`src/rtl/cb_pkg.sv`:
```
`default_nettype none
// ----------------------------------------------------------------------------
// cb_pkg : shared defaults and index-width helper for counter_bank
// Rev 1.0
// ----------------------------------------------------------------------------
package cb_pkg;

    localparam int CB_N_CNT = 4;
    localparam int CB_DT_SZ = 4;

    // Slot index width, never narrower than one bit so a single slot still has a port.
    function automatic int cb_idx_w(input int n);
        return (n <= 1) ? 1 : $clog2(n);
    endfunction

endpackage
`default_nettype wire

```
`src/rtl/counter_bank_if.sv`:
```
`default_nettype none
// ----------------------------------------------------------------------------
// counter_bank_if : customer offer handshake into counter_bank
// Rev 1.0
// ----------------------------------------------------------------------------
interface counter_bank_if
    import cb_pkg::*;
#(
    parameter int N_CNT = CB_N_CNT,
    parameter int DT_SZ = CB_DT_SZ
) ();

    localparam int IDX_W = cb_idx_w(N_CNT);

    logic             in_vld;
    logic             in_rdy;
    logic [DT_SZ-1:0] in_num;
    logic [DT_SZ-1:0] in_time;
    logic             acc;
    logic [IDX_W-1:0] asg_idx;

    modport master (
        output in_vld, in_num, in_time,
        input  in_rdy, acc, asg_idx
    );

    modport slave (
        input  in_vld, in_num, in_time,
        output in_rdy, acc, asg_idx
    );

endinterface
`default_nettype wire

```
`src/rtl/srv_slot.sv`:
```
`default_nettype none
// ----------------------------------------------------------------------------
// srv_slot : one service slot holding a customer and its countdown
// Rev 1.0
// ----------------------------------------------------------------------------
module srv_slot
    import cb_pkg::*;
#(
    parameter int DT_SZ = CB_DT_SZ
) (
    input  wire logic             clk,
    input  wire logic             rst_n,
    input  wire logic             ld,
    input  wire logic [DT_SZ-1:0] ld_num,
    input  wire logic [DT_SZ-1:0] ld_time,
    input  wire logic             rel,
    input  wire logic             hold,
    output logic                  busy,
    output logic      [DT_SZ-1:0] num,
    output logic      [DT_SZ-1:0] rem,
    output logic                  done
);

    logic             r_busy;
    logic [DT_SZ-1:0] r_num;
    logic [DT_SZ-1:0] r_rem;
    logic             r_done;
    logic [DT_SZ-1:0] w_ld_rem;

    // A zero service time still occupies the slot for one cycle.
    assign w_ld_rem = (ld_time == '0) ? DT_SZ'(1) : ld_time;

    always_ff @(posedge clk or negedge rst_n) begin
        if (!rst_n) begin
            r_busy <= 1'b0;
            r_num  <= '0;
            r_rem  <= '0;
            r_done <= 1'b0;
        end else begin
            r_done <= 1'b0;
            if (r_busy && rel) begin
                r_busy <= 1'b0;
                r_num  <= '0;
                r_rem  <= '0;
            end else if (!r_busy && ld) begin
                r_busy <= 1'b1;
                r_num  <= ld_num;
                r_rem  <= w_ld_rem;
            end else if (r_busy && !hold) begin
                if (r_rem == DT_SZ'(1)) begin
                    r_busy <= 1'b0;
                    r_num  <= '0;
                    r_rem  <= '0;
                    r_done <= 1'b1;
                end else begin
                    r_rem  <= r_rem - DT_SZ'(1);
                end
            end
        end
    end

    assign busy = r_busy;
    assign num  = r_num;
    assign rem  = r_rem;
    assign done = r_done;

endmodule
`default_nettype wire

```
`src/rtl/counter_bank.sv`:
```
`default_nettype none
// ----------------------------------------------------------------------------
// counter_bank : bank of N_CNT service slots fed lowest-free-first
// Rev 1.0
// ----------------------------------------------------------------------------
module counter_bank
    import cb_pkg::*;
#(
    parameter int N_CNT = CB_N_CNT,
    parameter int DT_SZ = CB_DT_SZ,
    localparam int IDX_W = cb_idx_w(N_CNT),
    localparam int CNT_W = $clog2(N_CNT + 1)
) (
    input  wire logic                   clk,
    input  wire logic                   rst_n,
    counter_bank_if.slave               bus,
    input  wire logic                   hold,
    input  wire logic [N_CNT-1:0]       rel,
    output logic      [N_CNT-1:0]       busy,
    output logic      [N_CNT*DT_SZ-1:0] num,
    output logic      [N_CNT*DT_SZ-1:0] rem,
    output logic      [N_CNT-1:0]       done,
    output logic      [CNT_W-1:0]       free_cnt
);

    logic [IDX_W-1:0] w_sel;
    logic [CNT_W-1:0] w_free;
    logic             w_rdy;
    logic             w_acc;

    // Selection looks only at registered busy, so a slot freed this cycle waits one cycle.
    always_comb begin
        w_sel = '0;
        for (int i = N_CNT - 1; i >= 0; i--) begin
            if (!busy[i]) w_sel = IDX_W'(i);
        end
    end

    always_comb begin
        w_free = '0;
        for (int i = 0; i < N_CNT; i++) begin
            w_free = w_free + CNT_W'(!busy[i]);
        end
    end

    assign w_rdy       = ~&busy;
    assign w_acc       = bus.in_vld & w_rdy;
    assign bus.in_rdy  = w_rdy;
    assign bus.acc     = w_acc;
    assign bus.asg_idx = w_acc ? w_sel : '0;
    assign free_cnt    = w_free;

    for (genvar i = 0; i < N_CNT; i++) begin : g_slot
        srv_slot #(
            .DT_SZ (DT_SZ)
        ) u_slot (
            .clk     (clk),
            .rst_n   (rst_n),
            .ld      (w_acc && (w_sel == IDX_W'(i))),
            .ld_num  (bus.in_num),
            .ld_time (bus.in_time),
            .rel     (rel[i]),
            .hold    (hold),
            .busy    (busy[i]),
            .num     (num[i*DT_SZ +: DT_SZ]),
            .rem     (rem[i*DT_SZ +: DT_SZ]),
            .done    (done[i])
        );
    end

endmodule
`default_nettype wire

```
`src/flat_wrapper.sv`:
```
// flat-port wrapper written by rule: the top's interface ports become plain ports
module counter_bank_flat import cb_pkg::*;
#(
    parameter int N_CNT = CB_N_CNT,
    parameter int DT_SZ = CB_DT_SZ,
    localparam int IDX_W = cb_idx_w(N_CNT),
    localparam int CNT_W = $clog2(N_CNT + 1)
)
  (clk, rst_n, hold, rel, busy, num, rem, done, free_cnt, bus_in_vld, bus_in_num, bus_in_time, bus_in_rdy, bus_acc, bus_asg_idx);
  counter_bank_if #(.N_CNT(N_CNT), .DT_SZ(DT_SZ)) bus_i ();
  input  wire logic clk;
  input  wire logic rst_n;
  input  wire logic hold;
  input  wire logic [N_CNT-1:0] rel;
  output logic      [N_CNT-1:0] busy;
  output logic      [N_CNT*DT_SZ-1:0] num;
  output logic      [N_CNT*DT_SZ-1:0] rem;
  output logic      [N_CNT-1:0] done;
  output logic      [CNT_W-1:0] free_cnt;
  input wire logic [$bits(bus_i.in_vld)-1:0] bus_in_vld;
  input wire logic [$bits(bus_i.in_num)-1:0] bus_in_num;
  input wire logic [$bits(bus_i.in_time)-1:0] bus_in_time;
  output wire logic [$bits(bus_i.in_rdy)-1:0] bus_in_rdy;
  output wire logic [$bits(bus_i.acc)-1:0] bus_acc;
  output wire logic [$bits(bus_i.asg_idx)-1:0] bus_asg_idx;
  assign bus_i.in_vld = bus_in_vld;
  assign bus_i.in_num = bus_in_num;
  assign bus_i.in_time = bus_in_time;
  assign bus_in_rdy = bus_i.in_rdy;
  assign bus_acc = bus_i.acc;
  assign bus_asg_idx = bus_i.asg_idx;
  counter_bank #(.N_CNT(N_CNT), .DT_SZ(DT_SZ)) u_core (.clk(clk), .rst_n(rst_n), .bus(bus_i), .hold(hold), .rel(rel), .busy(busy), .num(num), .rem(rem), .done(done), .free_cnt(free_cnt));
endmodule
```
`config.mk`:
```
export PLATFORM = sky130hd
export DESIGN_NAME = counter_bank_flat
export DESIGN_NICKNAME = d
export VERILOG_FILES = /design/src/rtl/cb_pkg.sv /design/src/rtl/counter_bank_if.sv /design/src/rtl/srv_slot.sv /design/src/rtl/counter_bank.sv /design/src/flat_wrapper.sv
export SDC_FILE = /design/constraint.sdc
export NUM_CORES = 1
export LEC_CHECK = 0
export ABC_CLOCK_PERIOD_IN_PS = 2490
export CELL_PAD_IN_SITES_DETAIL_PLACEMENT = 0
export CELL_PAD_IN_SITES_GLOBAL_PLACEMENT = 1
export CORE_MARGIN = 2
export CORE_UTILIZATION = 37
export CTS_CLUSTER_DIAMETER = 40
export CTS_CLUSTER_SIZE = 16
export DETAILED_ROUTE_END_ITERATION = 8
export PLACE_DENSITY = 0.82
export SLEW_MARGIN = 30
export SYNTH_ARGS = -nofsm -noshare
export SYNTH_HDL_FRONTEND = slang
export SYNTH_HIERARCHICAL = 1
export SYNTH_SLANG_ARGS = --single-unit
export TNS_END_PERCENT = 1
```
`constraint.sdc`:
```
create_clock -name clk -period 2.49 [get_ports clk]
set_clock_uncertainty 0.05 [all_clocks]
set_input_delay 0.498 -clock clk [delete_from_list [all_inputs] [get_ports clk]]
set_output_delay 0.498 -clock clk [all_outputs]
set_load 0.01 [all_outputs]
```
==> results of run 1 <==
[worst paths after layout]
path	startpoint	slack, ns	cells after the start	to
setup / recovery	u_core/g_slot[3].u_slot/busy$_DFFE_PN0P_	0.07	5	free_cnt[1]
hold / removal	rst_n	0.14	1	u_core/g_slot[2].u_slot/busy$_DFFE_PN0P_
setup reg to reg	u_core/g_slot[0].u_slot/busy$_DFFE_PN0P_	0.22	8	u_core/g_slot[1].u_slot/busy$_DFFE_PN0P_
hold reg to reg	u_core/g_slot[2].u_slot/num[2]$_DFFE_PN0P_	0.45	1	u_core/g_slot[2].u_slot/num[2]$_DFFE_PN0P_
max in group asynchronous	rst_n	1.68	2	u_core/g_slot[2].u_slot/rem[1]$_DFFE_PN0P_
min in group clk	u_core/g_slot[2].u_slot/num[2]$_DFFE_PN0P_	0.45	1	u_core/g_slot[2].u_slot/num[2]$_DFFE_PN0P_
[flip-flops by register name, indices dropped and copies added, names as in the netlist]
name and cells:
u_core/g_slot.u_slot/rem 16, u_core/g_slot.u_slot/busy 4, u_core/g_slot.u_slot/done 4, u_core/g_slot.u_slot/num 16
[through the flow]
step           hold slack (ns)  utilization
2_1_floorplan           0.1524            -
3_3_place_gp            0.4321       0.5033
3_5_place_dp            0.4378       0.5033
4_1_cts                 0.1569       0.5139
5_1_grt                 0.1828       0.5149
6_report                0.1434       0.5149
[layer usage]
metal | up-vias | track usage | wire length (um)
met2 | 85 | 0.2862 | 3034
met1 | 1035 | 0.2739 | 3137
met5 | - | 0 | 0
met3 | 5 | 0.03465 | 381
met4 | 0 | 0.05195 | 80
li1 | 997 | - | -
[kinds of logic (layout without fill, tap and decap cells)]
kind of cell             count (synthesis)  count (layout)  synth area share
AND/OR/NAND/NOR                         57              57            0.1535
buffers and inverters                   33             108           0.07063
adder cells (fa/ha/maj)                 12              12           0.06402
flip-flops                              40              40            0.4065
AO/OA/AOI/OAI                           68              68            0.2464
multiplexers                            12              12           0.05894
[placed cells by master (no fill, tap or decap), types with 5 or more instances in the layout]
master and instances:
a21oi_1 6, a22o_1 16, a32oi_1 8, buf_4 16
clkbuf_8 5, clkdlybuf4s50_1 55, dfrtp_1 40, ha_1 11
inv_1 21, nand2_1 5, nand3_1 5, nor2b_1 8
nor3_1 9, o2bb2ai_1 8
[final cells by class]
cell class              count  area [um^2]  area share
flip-flops and latches     40         1001      0.3044
repair buffers             80        747.0      0.2272
well taps                  77        96.34     0.02930
clock inverters             1        5.005    0.001522
inverters                  21        78.83     0.02397
multi-input cells         149         1287      0.3916
clock buffers               6        72.57     0.02207
[critical path: stages (launching register included)]
cell and delay (ns):
dfrtp_1 0.40, fa_1 0.54, inv_1 0.06, ha_1 0.18
ha_1 0.26, buf_2 0.14
[power by group]
part           switching (W)  leakage [nW]  total, W  internal (W)
Combinational        0.00118         0.886   0.00251       0.00133
Clock               0.000226        0.0410  0.000417      0.000191
Sequential          0.000294         0.513   0.00121      0.000916
[what timing repair did]
action | 4_1_cts | 5_1_grt
setup endpoints to repair | 5 | 2
hold buffers | 0 | 0
gates resized for setup | 8 | 5
pin swaps | 0 | 1
==> metrics.md, run 1 <==
| Metric | Value |
|---|---|
| Worst endpoint required time | around 1.9 ns |
| Drt first pass iters | 5 |
| Dpl ws | approximately 0.011 ns |
| Synth cell count leaders | dfrtp_1 (40), inv_1 (21), a22o_1 (16), ha_1 (11), nor3_1 (9) |
| Synthesized Nets | 250 |
| Die ar. | around 7300 um^2 |
| PwrDens | between 1000 and 1500 nW/um^2 |
| Clk Latency, worst-skew pair | ~0.30 ns |
| Crit Path Class | reg -> out |
| RSZ-0062 raised after global routing | no |
| Max Transition Viols Final | 0 |
| FFs w/ async S/R, synth | 1.000 |
| Post-synth cell types | 37 |
| Detailed Route WL | between 6000 and 7000 um |
| Mean post-synth cell area | roughly 11 um^2 |
| Crit start category | register |
| Count leader, synth | dfrtp_1 |
| Leakage | about 1.4 nW |
| Final worst-path cycle share | 0.9714 |
| Worst hold-check path type | in -> async |
| Nets | between 300 and 400 |
| Final Non-Filler Cells | 374 |
| Post-route cell area | roughly 3300 um^2 |
| Die width | 85.58 um |
| Largest area contributor in the netlist | dfrtp_1 |
| Wire per inst | 17.74 um |
| Total gr overflow | 0 |
| Final setup vio count | 0 |
| Setup TNS | 0 ns |
| VDD IR-drop max | 0.0008781 V |
| Mapped Cells | 222 |
| Crit path max fanout | 2 |
| Post-DR vias/cell | between 5 and 6 |
| Seq cells post-synth | 40 |
| MaxCap Viol Count | 0 |
| Antenna-violating nets left | 0 |
| Placed Cells | 367 |
| Ant. Diodes | 0 |
| H-tree levels | 2 |
| Post-CTS Setup Bufs | 0 |
| Power Total | 0.004133 W |
| Number of global-route vias before repair | between 2000 and 2500 |
| Total number of placement rows | 29 |
| Number of synthesized flops with an enable pin | 0 |
| Clk root buf | clkbuf_8 |
| Largest net degree at the start of global routing | 28 |
| Ys flop type | dfrtp_1 |
| DP Wirelength | roughly 4900 um |
| Core footprint | 6386 um^2 |
| Placed cell areas | between 3000 and 4000 um^2 |
| Crit path capture type | output port |
| CTS tree | built |
| Initial Util | 0.3856 |
| Post-synth top area share | 0.4065 |
| Clock slew at reported path FFs | ~0.080 ns |
| TritonCTS Buffers | 5 |
| Placer Congestion | 0.8866 |
| Leading post-synthesis cells by cell area | dfrtp_1 (41%), a22o_1 (5.7%), ha_1 (5.6%) |
| Slew headroom | 0.6085 |
| Via count | 2122 |
| Die Span Y | approximately 86 um |
| Yosys Warn Count | 6 |
| Actual slew at the worst max-slew pin | roughly 0.6 ns |
| First-iteration detailed-routing DRC count | 94 |
| CTS Sinks | 40 |
| GR Util All Layers | 0.1878 |
| Final WS setup | around 0.071 ns |
| Clk buf depth | 2 |
| Initial antenna violation count | 0 |
| Fmax | approximately 410 MHz |
| Area Overhead vs Synth | 33.54% |
| Global-route wire length before repair | between 10000 and 15000 um |
| Fin crit period | about 2.4 ns |
| IO buf count | just over 60 |
| WP data arrival | ~1.9 ns |
| Register area share after synthesis | 0.4065 |
| Ports | 63 |
| Mapped Area | between 2000 and 2500 um^2 |
| Status | completed |
| Share of layout cells above drive strength 1 | 0.1717 |
| DR DRC count | 0 |
| Fillers | between 500 and 600 |
| Fin. Hold Viols | 0 |
Power figures use the tool's default switching activity.
==> run 2: changes to the inputs <==
--- a/config.mk
+++ b/config.mk
@@ -5,7 +5,7 @@
 export SDC_FILE = /design/constraint.sdc
 export NUM_CORES = 1
 export LEC_CHECK = 0
-export ABC_CLOCK_PERIOD_IN_PS = 2490
+export ABC_CLOCK_PERIOD_IN_PS = 2980
 export CELL_PAD_IN_SITES_DETAIL_PLACEMENT = 0
 export CELL_PAD_IN_SITES_GLOBAL_PLACEMENT = 1
 export CORE_MARGIN = 2
==> constraint.sdc (replaced) <==
create_clock -name clk -period 2.98 [get_ports clk]
set_clock_uncertainty 0.05 [all_clocks]
set_input_delay 0.596 -clock clk [delete_from_list [all_inputs] [get_ports clk]]
set_output_delay 0.596 -clock clk [all_outputs]
set_load 0.01 [all_outputs]
==> run 2 against run 1 <==
Non-clock buffer count down 9. Total power down 16%. Critical path depth unchanged. Die area unchanged. Worst setup slack better by 0.15 ns. First-iteration DRC count up 51%. Clock-buffer cell count up 1. Global-route usage down 0.63 points. Critical path type unchanged. Largest cell class unchanged.
==> metrics.md, run 2 (same netlist as run 1, synthesis figures left out) <==
| Metric | Value |
|---|---|
| Wire per inst | 17.63 um (-0.62%) |
| Status | completed |
| Setup TNS | 0 ns (unchanged) |
| Nets | 316 (-2.8%) |
| Die ar. | 7324 um^2 (unchanged) |
| Placer Congestion | 0.8852 (-0.16%) |
| Total number of placement rows | 29 (unchanged) |
| Clock slew at reported path FFs | 0.08 ns (about the same) |
| Drt first pass iters | 6 (+1) |
| Crit Path Class | reg -> out |
| RSZ-0062 raised after global routing | no |
| Slew headroom | 0.6273 (+0.01880) |
| Final setup vio count | 0 (unchanged) |
| Via count | 2140 (+0.85%) |
| Clk root buf | clkbuf_8 |
| Power Total | 0.003489 W (-16%) |
| Crit start category | register |
| GR Util All Layers | 0.1814 (-0.006330) |
| Worst endpoint required time | 2.33 ns (+0.39 ns) |
| TritonCTS Buffers | 5 (unchanged) |
| Worst hold-check path type | in -> async |
| Ant. Diodes | 0 (unchanged) |
| Total gr overflow | 0 (unchanged) |
| Die width | 85.58 um (unchanged) |
| CTS tree | built |
| GR peak layer | met1 |
| Met3 GRT Util | 0.02791 (-0.006737) |
| IO buf count | 62 (unchanged) |
| Hold_buf cts | 0 (unchanged) |
| Grt met1 use | 0.2743 (+0.0004417) |
| Fin crit period | roughly 2.8 ns |
| Clk buf depth | 2 (unchanged) |
| DR DRC count | 0 (unchanged) |
| Antenna-violating nets left | 0 (unchanged) |
| Met2 track demand over resource | 0.2706 (-0.01563) |
| Most frequent cells in the layout | clkdlybuf4s50_1 (60), dfrtp_1 (40), inv_1 (21) |
| Clk Latency, worst-skew pair | 0.29 ns (about the same) |
| Max Transition Viols Final | 0 (unchanged) |
| Detailed Route WL | 6434 um (-3.0%) |
| Ports | 63 (unchanged) |
| Post-DR vias/cell | 5.863 (+3.3%) |
| Leakage | 1.406 nW (-2.4%) |
| Area Overhead vs Synth | 31.91% |
| Fmax | 362.9 MHz |
| Die Span Y | 85.58 um (unchanged) |
| Actual slew at the worst max-slew pin | 0.5573 ns (-0.02994 ns) |
| MaxCap Viol Count | 0 (unchanged) |
| Share of layout cells above drive strength 1 | 0.1424 (-0.02936) |
| Initial antenna violation count | 0 (unchanged) |
| Final worst-path cycle share | 0.9248 |
| DP Wirelength | 4655 um (-4.2%) |
| PwrDens | 1074 nW/um^2 (-15%) |
| First-iteration detailed-routing DRC count | 142 (+51%) |
| CTS Sinks | 40 (unchanged) |
| Most common cell after layout, fill and taps aside | clkdlybuf4s50_1 |
| Crit path capture type | output port |
| H-tree levels | 2 (unchanged) |
| Initial Util | 0.3856 (unchanged) |
| Core footprint | 6386 um^2 (unchanged) |
| Number of global-route vias before repair | 2009 (-1.6%) |
| WP data arrival | 2.11 ns (+0.24 ns) |
| Largest net degree at the start of global routing | 41 (+46%) |
| Fin. Hold Viols | 0 (unchanged) |
| Global-route wire length before repair | 10590 um (-1.2%) |
| Crit path max fanout | 2 (unchanged) |
| VDD IR-drop max | 0.0005989 V (-32%) |
==> run 2: final timing paths <==
kind                                                       startpoint                                         end  slack, ns  cells after the start
min                                                             rst_n  u_core/g_slot[1].u_slot/rem[2]$_DFFE_PN0P_       0.22                      1
min in group clk           u_core/g_slot[2].u_slot/num[3]$_DFFE_PN0P_  u_core/g_slot[2].u_slot/num[3]$_DFFE_PN0P_       0.46                      1
min reg2reg                u_core/g_slot[2].u_slot/num[3]$_DFFE_PN0P_  u_core/g_slot[2].u_slot/num[3]$_DFFE_PN0P_       0.46                      1
max reg2reg                  u_core/g_slot[0].u_slot/busy$_DFFE_PN0P_    u_core/g_slot[1].u_slot/busy$_DFFE_PN0P_       0.59                      8
max                          u_core/g_slot[0].u_slot/busy$_DFFE_PN0P_                                 free_cnt[2]       0.22                      5
max in group asynchronous                                       rst_n  u_core/g_slot[2].u_slot/rem[0]$_DFFE_PN0P_       2.30                      1
==> run 2: final cells by class <==
type	instances	area (um^2)
clock buffers	7	96.34
fillers	575	3138
inverters	21	78.83
multi-input cells	149	1287
flip-flops and latches	40	1001
well taps	77	96.34
repair buffers	71	688.2
==> run 2: metrics by stage <==
step / hold WS (ns) / setup slack [ns] / utilization / instances / instance area [um^2]
floorplan: 0.2504 / 0.7973 / - / 222 / 2462
global placement: 0.4334 / 0.4101 / 0.4928 / 358 / 3147
detailed placement: 0.4407 / 0.3803 / 0.4928 / 358 / 3147
CTS: 0.4015 / 0.03297 / 0.5078 / 365 / 3243
global route: 0.2558 / 0.1668 / 0.5086 / 365 / 3248
finish: 0.2154 / 0.2241 / 0.5086 / 365 / 3248
==> run 2: per-layer routing <==
layer  up-vias  wire, um
met1      1054      3140
met4         0        41
met3         4       381
met2        88      2870
li1        994         -
met5         -         0
==> run 2: where the power goes <==
group / total (W) / internal, W / switching [W]
Combinational: 0.00210 / 0.00112 / 0.000984
Clock: 0.000398 / 0.000207 / 0.000191
Sequential: 0.000991 / 0.000765 / 0.000227
Total: 0.00349 / 0.00209 / 0.00140
==> run 2: worst max-delay path, stage by stage (launching register included) <==
cell,delay (ns)
dfrtp_1,0.40
fa_1,0.55
inv_1,0.05
ha_1,0.18
ha_1,0.18
clkdlybuf4s50_1,0.47
==> run 2: what timing repair did <==
item,CTS,global route
resized for setup,0,1
setup buffers,0,0
endpoints found under the setup margin,0,1
==> run 3: changes to the inputs <==
--- a/config.mk
+++ b/config.mk
@@ -13,10 +13,9 @@
 export CTS_CLUSTER_DIAMETER = 40
 export CTS_CLUSTER_SIZE = 16
 export DETAILED_ROUTE_END_ITERATION = 8
-export PLACE_DENSITY = 0.82
+export PLACE_DENSITY = 0.86
 export SLEW_MARGIN = 30
 export SYNTH_ARGS = -nofsm -noshare
 export SYNTH_HDL_FRONTEND = slang
-export SYNTH_HIERARCHICAL = 1
 export SYNTH_SLANG_ARGS = --single-unit
 export TNS_END_PERCENT = 1
==> run 3 against run 2 <==
First-iteration DRC count down 12%. Flip-flop and latch count unchanged. Utilization down 0.38 points. Register-to-register slack better by 0.35 ns. Sequential share of layout area up 2.5 points. Worst setup slack worse by 0.0070 ns. Clock-buffer cell count down 1.
==> metrics.md, run 3 <==
| Metric | Value |
|---|---|
| Clk Latency, worst-skew pair | 0.29 ns (about the same) |
| Placed cell areas | 2924 um^2 (-7.1%) |
| Synthesized Nets | 276 (+10%) |
| Min Hold Slack | 0.2242 ns (+0.008803 ns) |
| Die Span Y | 82.56 um (-3.5%) |
| Antenna-violating nets left | 0 (unchanged) |
| Initial antenna violation count | 0 (unchanged) |
| VDD IR-drop max | 0.0004120 V (-31%) |
| Detailed Route WL | 6062 um (-5.8%) |
| Die width | 82.56 um (-3.5%) |
| Switch Pwr | 0.0008392 W (-40%) |
| Launch point of the worst reg-to-reg path | u_core.g_slot[1].u_slot.busy$_DFFE_PN0P_ |
| Wire per inst | 15.87 um (-10%) |
| Largest area contributor in the netlist | dfrtp_1 |
| Leading post-synthesis cells by cell area | dfrtp_1 (44%), nand2_1 (6.2%), ha_1 (6.0%) |
| Post-route cell area | 3007 um^2 (-7.4%) |
| Comb pwr share | 0.464 (-0.138) |
| Fmax | 361.9 MHz (-0.25%) |
| CP max stage delay | 0.54 ns (about the same) |
| Synth cell count leaders | dfrtp_1 (40), nand2_1 (38), a21oi_1 (18), nor2_1 (16) |
| Yosys Warn Count | 0 (-6) |
| Drt first pass iters | 4 (-2) |
| FFs w/ async S/R, synth | 1.000 (unchanged) |
| Post-synth cell types | 44 (+19%) |
| Ys flop type | dfrtp_1 |
| Clock slew at reported path FFs | 0.08 ns (about the same) |
| Crit-path cells | inv_1 -> ha_1 -> fa_1 -> clkdlybuf4s50_1 |
| Number of synthesized flops with an enable pin | 0 (unchanged) |
| Via count | 2042 (-4.6%) |
| Slew headroom | 0.5887 (-0.03858) |
| Switching Fraction | 0.3657 (-0.03610) |
| Post-DR vias/cell | 5.346 (-8.8%) |
| Core footprint | 5956 um^2 (-6.7%) |
| Crit Path Class | reg -> out |
| MaxCap Viol Count | 0 (unchanged) |
| Fin crit period | 2.763 ns (+0.006980 ns) |
| Worst Setup SP | u_core.g_slot[0].u_slot.busy$_DFFE_PN0P_ |
| CTS Sinks | 40 (unchanged) |
| CTS tree | built |
| Total gr overflow | 0 (unchanged) |
| Final setup vio count | 0 (unchanged) |
| Initial Util | 0.3834 (-0.002177) |
| Placer Congestion | 0.8172 (-7.7%) |
| Count leader, synth | dfrtp_1 |
| Share of layout cells above drive strength 1 | 0.07166 (-0.07070) |
| DR DRC count | 0 (unchanged) |
| FF/Latch Area | 1001 um^2 (unchanged) |
| H-tree levels | 2 (unchanged) |
| Number of global-route vias before repair | 2003 (-0.30%) |
| Actual slew at the worst max-slew pin | 0.6105 ns (+0.05317 ns) |
| Clk root buf | clkbuf_8 |
| Crit path max fanout | 4 (+2) |
| Max Transition Viols Final | 0 (unchanged) |
| Post-synth top area share | 0.4384 (+0.03185) |
| TritonCTS Buffers | 5 (unchanged) |
| Leakage | 1.300 nW (-7.5%) |
| Register area share after synthesis | 0.4384 (+0.03185) |
| Mapped Area | 2283 um^2 (-7.3%) |
| Mean post-synth cell area | 9.207 um^2 (-17%) |
| Die ar. | 6816 um^2 (-6.9%) |
| DP Wirelength | 4484 um (-3.7%) |
| Fin. Hold Viols | 0 (unchanged) |
| Sequential share of power | 0.388 (+0.104) |
| Largest net degree at the start of global routing | 41 (unchanged) |
| Power Total | 0.002295 W (-34%) |
| Most frequent cells in the layout | clkdlybuf4s50_1 (60), dfrtp_1 (40), nand2_1 (38) |
| Cell internal pwr | 0.001456 W (-30%) |
| Multi-input logic area | 1109 um^2 (-14%) |
| Total number of placement rows | 28 (-3.4%) |
| Clock power frac | 0.148 (+0.034) |
| Crit start category | register |
| Ant. Diodes | 0 (unchanged) |
| First-iteration detailed-routing DRC count | 125 (-12%) |
| Ports | 63 (unchanged) |
| Crit path max-delay cell type | clkdlybuf4s50_1 |
| Crit path capture type | output port |
| IO buf count | 62 (unchanged) |
| Worst endpoint required time | 2.33 ns (about the same) |
| Seq cells post-synth | 40 (unchanged) |
| Fillers | 588 (+2.3%) |
| RSZ-0062 raised after global routing | no |
| Nets | 335 (+6.0%) |
| Setup TNS | 0 ns (unchanged) |
| GR Util All Layers | 0.1883 (+0.006857) |
| PwrDens | 763.2 nW/um^2 (-29%) |
| Clk buf depth | 2 (unchanged) |
| Post-CTS Setup Bufs | 0 (unchanged) |
| Final worst-path cycle share | 0.9272 (+0.002342) |
| Worst hold-check path type | in -> async |
| Mapped Cells | 248 (+12%) |
| WP data arrival | 2.12 ns (about the same) |
| Global-route wire length before repair | 9639 um (-9.0%) |
| Most common cell after layout, fill and taps aside | clkdlybuf4s50_1 |
| Status | completed |
| Area Overhead vs Synth | 31.67% |
-- run 3: changes by cell type in the layout (fill, tap and decap cells not counted), moves of 8 or more --
| cell | before | now |
|---|---|---|
| nor2_1 | 3 | 16 |
| a22o_1 | 16 | 4 |
| nand2_1 | 5 | 38 |
| o2bb2ai_1 | 8 | 0 |
| a21oi_1 | 6 | 18 |
| o21ai_0 | 4 | 14 |
-- run 3: repair_timing --
| item | CTS | global route |
|---|---|---|
| endpoints found under the setup margin | 0 | 1 |
| gates resized for setup | 0 | 1 |
| hold endpoints to repair | 0 | 0 |
| hold buffers | 0 | 0 |
-- run 3: cells by family after synthesis --
kind of cell               count (synthesis)  share of synthesized area
and+or+nand+nor                          107                     0.2532
DFF                                       40                     0.4384
buffers and inverters                     32                    0.07616
muxes                                      3                    0.01315
adders and majority gates                 12                    0.06904
AOI/OAI and AO/OA                         54                     0.1501
-- run 3: area by class of cell --
class	count	share of cell area
timing repair buffer	68	0.2214
sequential	40	0.3329
inverter	16	0.01998
multi-input combinational	176	0.3687
clock inverter	1	0.001665
clock buffer	6	0.02414
tap	75	0.03121
-- run 3: metrics by stage --
stage | setup slack (ns) | utilization | std cells
floorplan | 0.7661 | - | 248
global placement | 0.2725 | 0.4910 | 375
detailed placement | 0.2587 | 0.4910 | 375
CTS | 0.04882 | 0.5040 | 382
global route | 0.1576 | 0.5048 | 382
finish | 0.2171 | 0.5048 | 382
-- run 3: path summary, 6_finish.rpt --
check,to,slack [ns],cells after the start
max reg2reg,u_core.g_slot[1].u_slot.rem[1]$_DFFE_PN0P_,0.94,5
min in group clk,u_core.g_slot[3].u_slot.num[0]$_DFFE_PN0P_,0.45,2
min,u_core.g_slot[0].u_slot.rem[1]$_DFFE_PN0P_,0.22,1
min reg2reg,u_core.g_slot[3].u_slot.num[0]$_DFFE_PN0P_,0.45,2
max,free_cnt[0],0.22,4
max in group asynchronous,u_core.g_slot[2].u_slot.rem[2]$_DFFE_PN0P_,2.30,1
-- run 3: per-layer routing --
layer	track usage	part of all wire	vias to the layer above
met2	0.3016	0.47	65
li1	-	-	978
met5	0	0	-
met4	0.07377	0.022	0
met3	0.03478	0.056	12
met1	0.2524	0.45	987
-- run 3: worst max-delay path: cells and delay by family (launching register included) --
family / cells / cell delay (ns)
flip-flops: 1 / 0.39
buffers and inverters: 2 / 0.66
adder cells (fa/ha/maj): 2 / 0.77
-- run 3: power by group through the flow --
| stage | logic (W) | registers [W] | clock network [W] |
|---|---|---|---|
| after global placement | 0.00105 | 0.000898 | 0 |
| after detailed placement | 0.00107 | 0.000897 | 0 |
| final | 0.00106 | 0.000891 | 0.000339 |
| after global routing | 0.00117 | 0.000922 | 0.000367 |
| after floorplan | 0.000464 | 0.000951 | 0 |
| after CTS | 0.00108 | 0.000891 | 0.000347 |
